File: src/rtl/pw_pkg.sv
// Shared types and helpers for the password key-entry path.
package pw_pkg;

    typedef enum logic [1:0] {
        IDLE     = 2'd0,
        ENTRY    = 2'd1,
        UNLOCKED = 2'd2,
        LOCKOUT  = 2'd3
    } pw_state_t;

    localparam int NUM_KEYS = 4;

    localparam logic [1:0] KEY_A = 2'd0;
    localparam logic [1:0] KEY_B = 2'd1;
    localparam logic [1:0] KEY_C = 2'd2;
    localparam logic [1:0] KEY_D = 2'd3;

    // Digit n of a packed password, two bits per digit, digit 0 at the LSBs.
    function automatic logic [1:0] pw_digit(input logic [15:0] pw, input logic [2:0] n);
        return pw[{n, 1'b0} +: 2];
    endfunction

endpackage

File: src/rtl/pw_debounce.sv
// One button lane: 2-flop synchronizer, stable-level debounce, and a
// one-cycle press pulse on the debounced rising edge (releases are silent).
module pw_debounce #(
    parameter int DEBOUNCE_CYCLES = 499_999
) (
    input  logic clkin,
    input  logic reset,
    input  logic btn,
    output logic press
);
    localparam int              CW       = $clog2(DEBOUNCE_CYCLES + 1);
    localparam logic [CW-1:0]   CNT_LAST = CW'(DEBOUNCE_CYCLES - 1);

    logic [1:0]    sync;
    logic          db;
    logic [CW-1:0] cnt;

    // Synchronize, count consecutive cycles the synced level disagrees, flip when the count completes.
    always_ff @(posedge clkin) begin
        if (reset) begin
            sync  <= 2'b00;
            db    <= 1'b0;
            cnt   <= '0;
            press <= 1'b0;
        end else begin
            sync  <= {sync[0], btn};
            press <= 1'b0;
            if (sync[1] == db) begin
                cnt <= '0;
            end else if (cnt == CNT_LAST) begin
                db    <= sync[1];
                cnt   <= '0;
                press <= sync[1];
            end else begin
                cnt <= cnt + CW'(1);
            end
        end
    end

endmodule

File: src/rtl/pw_key_entry.sv
// Password key entry: four debounced buttons -> key strobes, digit capture,
// compare against PASSWORD, unlock / fail / lockout status.
// Optional macro PW_TIMEOUT_EN adds an idle abort inside ENTRY.
module pw_key_entry
    import pw_pkg::*;
#(
    parameter int          DEBOUNCE_CYCLES = 499_999,
    parameter int          PW_LEN          = 4,
    parameter logic [15:0] PASSWORD        = 16'h00E4,
    parameter int          MAX_FAIL        = 3,
    parameter int          TIMEOUT_CYCLES  = 250_000_000
) (
    input  logic       clkin,
    input  logic       reset,
    input  logic       btn_a,
    input  logic       btn_b,
    input  logic       btn_c,
    input  logic       btn_d,
    input  logic       turnoff,
    output logic       key_a,
    output logic       key_b,
    output logic       key_c,
    output logic       key_d,
    output logic       unlock,
    output logic       fail,
    output logic       locked,
    output logic [2:0] digit_cnt
);
    // Internal digit counter is 4 bits so PW_LEN=8 is representable.
    localparam logic [3:0] PLEN = 4'(PW_LEN);
    localparam logic [2:0] MAXF = 3'(MAX_FAIL);

    logic [NUM_KEYS-1:0] btn_v, press_v, key_q;
    logic                any_press, multi_press;
    logic [1:0]          code;

    pw_state_t  state, state_n;
    logic [3:0] cnt, cnt_n;
    logic       mis, mis_n;
    logic [2:0] fcnt, fcnt_n;
    logic       fail_q, fail_n;

`ifdef PW_TIMEOUT_EN
    localparam logic [27:0] TMR_LAST = 28'(TIMEOUT_CYCLES - 1);
    logic [27:0] tmr, tmr_n;
`else
    logic unused_timeout;
    assign unused_timeout = (TIMEOUT_CYCLES != 0);
`endif

    assign btn_v = {btn_d, btn_c, btn_b, btn_a};

    genvar g;
    generate
        for (g = 0; g < NUM_KEYS; g++) begin : g_lane
            pw_debounce #(.DEBOUNCE_CYCLES(DEBOUNCE_CYCLES)) u_db (
                .clkin (clkin),
                .reset (reset),
                .btn   (btn_v[g]),
                .press (press_v[g])
            );
        end
    endgenerate

    assign any_press   = |press_v;
    assign multi_press = |(press_v & (press_v - 4'd1));

    // Encode the pressed key; with several keys the digit is forced to mismatch anyway.
    always_comb begin
        code = KEY_D;
        if (press_v[0])      code = KEY_A;
        else if (press_v[1]) code = KEY_B;
        else if (press_v[2]) code = KEY_C;
    end

    // Key strobes follow every press event except while locked out.
    always_ff @(posedge clkin) begin
        if (reset) key_q <= '0;
        else       key_q <= (state == LOCKOUT) ? '0 : press_v;
    end

    assign {key_d, key_c, key_b, key_a} = key_q;

    // State and attempt bookkeeping registers.
    always_ff @(posedge clkin) begin
        if (reset) begin
            state  <= IDLE;
            cnt    <= '0;
            mis    <= 1'b0;
            fcnt   <= '0;
            fail_q <= 1'b0;
`ifdef PW_TIMEOUT_EN
            tmr    <= '0;
`endif
        end else begin
            state  <= state_n;
            cnt    <= cnt_n;
            mis    <= mis_n;
            fcnt   <= fcnt_n;
            fail_q <= fail_n;
`ifdef PW_TIMEOUT_EN
            tmr    <= tmr_n;
`endif
        end
    end

    // Next state: capture digits, evaluate the cycle after the last digit, turnoff overrides all.
    always_comb begin
        state_n = state;
        cnt_n   = cnt;
        mis_n   = mis;
        fcnt_n  = fcnt;
        fail_n  = 1'b0;
`ifdef PW_TIMEOUT_EN
        tmr_n   = '0;
`endif
        if (turnoff) begin
            state_n = IDLE;
            cnt_n   = '0;
            mis_n   = 1'b0;
            fcnt_n  = '0;
        end else begin
            case (state)
                IDLE: begin
                    if (any_press) begin
                        state_n = ENTRY;
                        cnt_n   = 4'd1;
                        mis_n   = multi_press | (code != pw_digit(PASSWORD, 3'd0));
                    end
                end
                ENTRY: begin
                    if (cnt == PLEN) begin
                        mis_n = 1'b0;
                        if (!mis) begin
                            state_n = UNLOCKED;
                            fcnt_n  = '0;
                        end else begin
                            fail_n  = 1'b1;
                            cnt_n   = '0;
                            fcnt_n  = (fcnt == MAXF) ? fcnt : fcnt + 3'd1;
                            state_n = (fcnt_n == MAXF) ? LOCKOUT : IDLE;
                        end
                    end else if (any_press) begin
                        cnt_n = cnt + 4'd1;
                        mis_n = mis | multi_press | (code != pw_digit(PASSWORD, cnt[2:0]));
                    end
`ifdef PW_TIMEOUT_EN
                    else if (tmr == TMR_LAST) begin
                        state_n = IDLE;
                        cnt_n   = '0;
                        mis_n   = 1'b0;
                    end else begin
                        tmr_n = tmr + 28'd1;
                    end
`endif
                end
                default: ;
            endcase
        end
    end

    // Status outputs decoded from state.
    always_comb begin
        unlock    = (state == UNLOCKED);
        locked    = (state == LOCKOUT);
        fail      = fail_q;
        digit_cnt = cnt[2:0];
    end

endmodule

File: config.mk
export PLATFORM = sky130hd
export DESIGN_NAME = pw_key_entry
export DESIGN_NICKNAME = d
export VERILOG_FILES = /design/src/rtl/pw_pkg.sv /design/src/rtl/pw_debounce.sv /design/src/rtl/pw_key_entry.sv
export SDC_FILE = /design/constraint.sdc
export NUM_CORES = 1
export LEC_CHECK = 0
export ABC_CLOCK_PERIOD_IN_PS = 2800
export CAP_MARGIN = 10
export CORE_ASPECT_RATIO = 0.7
export CORE_MARGIN = 10
export CORE_UTILIZATION = 35
export DETAILED_ROUTE_END_ITERATION = 12
export PLACE_DENSITY = 0.51
export SYNTH_ARGS = -nofsm -noshare
export SYNTH_HDL_FRONTEND = slang
export SYNTH_SLANG_ARGS = --single-unit
File: constraint.sdc
create_clock -name clkin -period 2.8 [get_ports clkin]
set_clock_uncertainty 0.15 [all_clocks]
set_input_delay 0.56 -clock clkin [delete_from_list [all_inputs] [get_ports clkin]]
set_output_delay 0.56 -clock clkin [all_outputs]
set_load 0.02 [all_outputs]
Word level (Yosys, flattened, before mapping):

Index checks and enable logic that the tools add are counted.

* bits in registers: 107
* bits in latches: 0
* bits in writable memories: 0
* ROM bits: 0
* output and inout port bits: 10
* logic and storage cells: 107
* memories kept: 0

* add/subtract/negate cells: 7
* multipliers: 0
* div/mod/pow operators: 0
* magnitude comparators: 0
* eq/ne operators: 19
* shift operators: 1
* multiplexer cells: 20
* bitwise operators: 14
* reductions and logical operators: 24

Operators with widths (number)
* $add A19 B1 Y19 const B: 4
* $eq A19 B19 Y1 const B: 4
* $reduce_or A3 Y1: 8
* $mux W4: 4
* $shiftx A16 B5 Y2 const A: 1
* $mux W2: 6
* $reduce_or A4 Y1: 3
* $not A1 Y1: 10
* $reduce_and A2 Y1: 5
* $pmux W4 S2: 1
* $eq A3 B2 Y1 const B: 2
* $mux W3: 2
* $ne A3 B3 Y1 const B: 2
* $reduce_and A3 Y1: 2
* $mux W1: 5
* $add A4 B1 Y4 const B: 1
* $and A4 B4 Y4: 1
* $eq A1 B1 Y1: 4
* $eq A2 B2 Y1 const B: 2
* $eq A4 B3 Y1 const B: 1
* $ne A2 B2 Y1 const B: 2
* $pmux W2 S2: 1
* $reduce_and A4 Y1: 1
* $reduce_bool A2 Y1: 2
* other kinds (8): 11

Depth between registers and ports, before layout:

* depth in word-level cells: 8
* gate-level depth with buffers: 7
* depth with buffers taken out: 6

Cells and area by module:

A second synthesis with hierarchy kept.

* cell total of the unflattened synthesis: 552
* area total of the unflattened synthesis: 4963.5 sq um

Modules (own cells, without submodules)
* pw_debounce at g_lane[0].u_db ...: instances 3, cells an instance 114, area an instance 1043.5 sq um, sequential area each 460.4 sq um
* pw_debounce at g_lane[2].u_db: instances 1, cells an instance 112, area an instance 999.7 sq um, sequential area each 460.4 sq um
* pw_key_entry: instances 1, cells an instance 98, area an instance 833.3 sq um, sequential area each 300.3 sq um

Worst setup path after synthesis:

No wires, ideal clock.

* path kind: register -> register
* start: register g_lane[1].u_db.cnt[9]
* end: register g_lane[1].u_db.cnt[13]
* library setup time: 0.115 ns
* arrival time: 1.830 ns
* required time: 2.535 ns
* setup slack: 0.706 ns
* cell stages (with the launch flop): 6
* buffers on the path: 1
* period minus slack after synthesis: 2.094 ns
* path through: dfxtp_1 > or4_1 > or4_4 > o21ai_4 > buf_6 > nor2_1

* longest elaborated chain between the ends: 2

Ends and longest elaborated chain
* start, declared: RTL line pw_debounce.sv:16 `logic [CW-1:0] cnt;`
* start signal, assigned: RTL line pw_debounce.sv:35 `cnt <= cnt + CW'(1);`
* branches (longest 2 deep; another with $add A19 B1 Y19)

Several ways; the timed one is not identified.
A chain may end at the register's enable or synchronous reset.

Final worst setup path:

* start: register state[1]
* end: output locked

* longest elaborated chain between the ends: 1

Ends and longest elaborated chain
* start, declared: RTL line pw_key_entry.sv:37 `pw_state_t state, state_n;`
* start signal, assigned: RTL line pw_key_entry.sv:96 `state <= state_n;`
* $eq A2 B2 Y1: RTL line pw_key_entry.sv:165 `locked = (state == LOCKOUT);`
* end, declared: RTL line pw_key_entry.sv:26 `output logic locked,`

Every way passes these cells.

==> impl_table.tex <==
\begin{tabular}{lr}
\hline
Metric & Value \\
\hline
\multicolumn{2}{l}{\textbf{Worst setup path}} \\
\quad Startpoint of the worst register-to-register path & g\_lane[1].u\_db.cnt[9] \\
\quad Startpoint types & flop \\
\quad Data required time at the worst endpoint & about 2100 ps \\
\quad Path type of the worst setup path & flop to primary output \\
\quad Crit. End Element & primary output \\
\quad Worst-path maximum fanout & 9 \\
\quad Origin of the worst setup path & state[1] \\
\quad Worst endpoint data arrival time & 1680 ps \\
\multicolumn{2}{l}{\textbf{Drt}} \\
\quad Remaining DRCs & 0 \\
\quad First drt pass iteration count & 5 \\
\quad Number of antenna-violating nets in the routed design & 0 \\
\quad Routed Wire Length & 9790 um \\
\quad Routed length per placed instance & 12.9 um \\
\quad Initial DRC count & 264 \\
\quad Vias/cell & 5.00 \\
\quad Number of vias after detailed routing & 3787 \\
\multicolumn{2}{l}{\textbf{Clock tree}} \\
\quad CTS tree & yes \\
\quad Clock slew seen by the registers of the worst setup and hold paths & 70 ps \\
\quad Deepest level of the CTS H-tree & 3 \\
\quad Post CTS Setup Buffer Count & 0 \\
\quad Root Buffer Master & sky130\_fd\_sc\_hd\_\_clkbuf\_16 \\
\quad CTS sink count & 107 \\
\quad Hold\_buf cts & 0 \\
\quad Max Buffers Root-to-Sink & 2 \\
\quad Clock latency on the worst-skew pair & 350 ps \\
\quad Number of buffers added by the clock tree synthesis step & 9 \\
\quad Post-CTS Resized & 0 \\
\multicolumn{2}{l}{\textbf{Logic synthesis}} \\
\quad Yosys synthesis warning count & 0 \\
\quad Post-synthesis register bit count & 107 \\
\quad Cell type with the largest total area after synthesis & sky130\_fd\_sc\_hd\_\_dfxtp\_1 \\
\quad Synth top area cells & sky130\_fd\_sc\_hd\_\_dfxtp\_1 45\%, sky130\_fd\_sc\_hd\_\_xnor2\_1 7.8\%, sky130\_fd\_sc\_hd\_\_nor2\_1 6.9\% \\
\quad Number of flops mapped to enable cells by yosys & 0 \\
\quad Post-synth design cell area & 4800 um\^{}2 \\
\quad Fraction of synthesis flops using an asynchronous set or reset pin & 0\% \\
\quad Sequential cell area fraction in the yosys report & between 40\% and 50\% \\
\quad Primary flip-flop cell chosen by synthesis mapping & sky130\_fd\_sc\_hd\_\_dfxtp\_1 \\
\quad Share of the synthesized area in the top cell type & 44.6\% \\
\quad Post-synth net total & roughly 560 \\
\quad Cells after synthesis & 546 \\
\quad Netlist cell types & 52 \\
\quad Mean area per synthesized cell & 8.80 um\^{}2 \\
\multicolumn{2}{l}{\textbf{STA}} \\
\quad Unrepaired setup endpoints after global routing & no \\
\quad Slew at the pin with the worst max-slew slack & around 670 ps \\
\quad Hold violation total from the final report & 0 \\
\quad Sum of negative setup slack & 0 ps \\
\quad Max Transition Viols Final & 0 \\
\quad Min Tclk post-route & $\sim$2400 ps \\
\quad Max-slew headroom at the worst pin & 54.8\% \\
\quad Tightest hold margin & approximately 290 ps \\
\quad Count of final setup violators & 0 \\
\quad Achievable frequency & 419 MHz \\
\quad Share of the clock period used by the worst path after layout & between 80\% and 90\% \\
\multicolumn{2}{l}{\textbf{Global route}} \\
\quad Antenna violations before repair & 0 \\
\quad Gr ovfl total & 0 \\
\quad Total global routing track utilization & around a tenth \\
\quad Vias in the first global route & around 3600 \\
\quad Pin count of the biggest net entering global routing & 20 \\
\quad Wire length of the first global-routing pass & about 17000 um \\
\multicolumn{2}{l}{\textbf{Floorplan}} \\
\quad Die Area & 18900 um\^{}2 \\
\quad Die boundary height & 118 um \\
\quad Area of the placeable core & 13300 um\^{}2 \\
\quad DIE WIDTH & 160 um \\
\quad IO Pins & 17 \\
\quad Cell row count & 35 \\
\quad Initial core utilization & between 30\% and 40\% \\
\multicolumn{2}{l}{\textbf{Placement}} \\
\quad Gpl congestion & 0.770 \\
\quad HPWL after detailed placement & 6950 um \\
\quad Port Buffer Count & 16 \\
\quad Instance area after placement & 5180 um\^{}2 \\
\multicolumn{2}{l}{\textbf{Finish}} \\
\quad Proportion of layout cells with a drive suffix above 1 & 5.41\% \\
\quad Area grow syn2layout & 15.4\% \\
\quad Area of all placed cells without fillers & about 5500 um\^{}2 \\
\quad Final core utilization & 41.6\% \\
\quad Net count, final & roughly 590 \\
\quad Antenna diode instance count & 0 \\
\multicolumn{2}{l}{\textbf{Pwr}} \\
\quad Worst vdd ir & 0.268 mV \\
\quad Pwr dens & 554 nW/um\^{}2 \\
\quad P\_leak & roughly 1.6 nW \\
\multicolumn{2}{l}{\textbf{Job}} \\
\quad Max-cap violation count & 0 \\
\multicolumn{2}{l}{\textbf{Min path}} \\
\quad Hold path startpoint & g\_lane[3].u\_db.sync[0] \\
\quad Hold Crit Class & flop to flop \\
\multicolumn{2}{l}{\textbf{Run status}} \\
\quad Outcome & finished clean \\
\hline
\end{tabular}
synth_stat cells (all sizes together), types with 7 or more instances:
master / n
a21oi: 20
and2: 7
clkbuf: 7
dfxtp: 107
ha: 11
inv: 22
nand2: 21
nand2b: 7
nand3: 32
nand4: 27
nor2: 88
nor2b: 11
nor3: 16
nor4: 20
o21ai: 12
or3: 13
or4: 12
xnor2: 43
xor2: 20
path summary, 6_finish.rpt:
path | to | slack (ps) | cells after the start
setup / recovery | locked | 410 | 2
hold reg to reg | g_lane[3].u_db.sync[1] | 290 | 1
hold / removal | g_lane[3].u_db.sync[1] | 290 | 1
setup reg to reg | g_lane[1].u_db.cnt[12] | 460 | 4
state kept, by name (all words and copies together) (netlist names):
name               cells
cnt                    4
fail                   1
fcnt                   3
g_lane.u_db.cnt       76
g_lane.u_db.db         4
g_lane.u_db.press      4
g_lane.u_db.sync       8
key_q                  4
mis                    1
state                  2
through the flow:
stage / cells / power [W] / setup slack, ps
after floorplan: 546 / 0.00159 / 706
after detailed placement: 742 / 0.00161 / 479
after CTS: 758 / 0.00312 / 387
after global routing: 758 / 0.00318 / 307
after global placement: 742 / 0.00161 / 520
final: 758 / 0.00307 / 411
area by class of cell:
class | count | area, um^2
Inverter | 22 | 82.6
Clock inverter | 4 | 95.1
Timing Repair Buffer | 23 | 213
Fill cell | 1364 | 7770
Tap cell | 185 | 231
Clock buffer | 12 | 267
Sequential cell | 107 | 2140
Multi-Input combinational cell | 405 | 2510
metal layers:
layer / vias up / global-route usage, % / part of all wire (%)
met3: 8 / 3.18 / 4.0
li1: 1967 / - / -
met2: 58 / 15.2 / 41
met5: - / 0 / 0
met1: 1754 / 14.9 / 54
met4: 0 / 3.26 / 1.1
worst max-delay path, stage by stage (launching register included):
cell and delay (ps):
sky130_fd_sc_hd__dfxtp_1 490, sky130_fd_sc_hd__and2_1 220, sky130_fd_sc_hd__clkdlybuf4s50_1 620
cell usage in the layout, fill, tap and decap left out, types with 3 or more instances in the layout:
cell	netlist	routed
sky130_fd_sc_hd__a21oi_1	20	20
sky130_fd_sc_hd__and2_1	6	6
sky130_fd_sc_hd__and3_1	4	4
sky130_fd_sc_hd__and4_1	3	3
sky130_fd_sc_hd__buf_4	3	7
sky130_fd_sc_hd__bufinv_16	0	3
sky130_fd_sc_hd__clkbuf_16	0	9
sky130_fd_sc_hd__clkbuf_8	0	3
sky130_fd_sc_hd__clkdlybuf4s50_1	0	16
sky130_fd_sc_hd__dfxtp_1	107	107
sky130_fd_sc_hd__ha_1	11	11
sky130_fd_sc_hd__inv_1	22	22
sky130_fd_sc_hd__mux2i_1	5	5
sky130_fd_sc_hd__nand2_1	21	21
sky130_fd_sc_hd__nand2b_1	7	7
sky130_fd_sc_hd__nand3_1	32	32
sky130_fd_sc_hd__nand4_1	27	27
sky130_fd_sc_hd__nor2_1	88	88
sky130_fd_sc_hd__nor2b_1	11	11
sky130_fd_sc_hd__nor3_1	16	16
sky130_fd_sc_hd__nor4_1	20	20
sky130_fd_sc_hd__nor4b_1	3	3
sky130_fd_sc_hd__o21ai_0	9	9
sky130_fd_sc_hd__o31ai_1	4	4
sky130_fd_sc_hd__or3_1	13	13
sky130_fd_sc_hd__or4_1	11	11
sky130_fd_sc_hd__xnor2_1	43	43
sky130_fd_sc_hd__xor2_1	20	20
where the power goes:
group          leakage [nW]  total [W]  switching (W)  internal (W)
clock                 0.179    0.00149       0.000548      0.000946
combinational         0.598  0.0000428      0.0000236     0.0000192
sequential            0.863    0.00153     0.00000462       0.00153
kinds of logic after synthesis:
logic type / synth area share, %
XOR/XNOR: 11.5
AND/OR/NAND/NOR: 30.0
AO/OA/AOI/OAI: 6.91
multiplexers: 1.04
buffers and inverters: 3.07
adder cells (fa/ha/maj): 2.87
flip-flops: 44.6
Note: power is estimated with default switching activity, not from simulation.
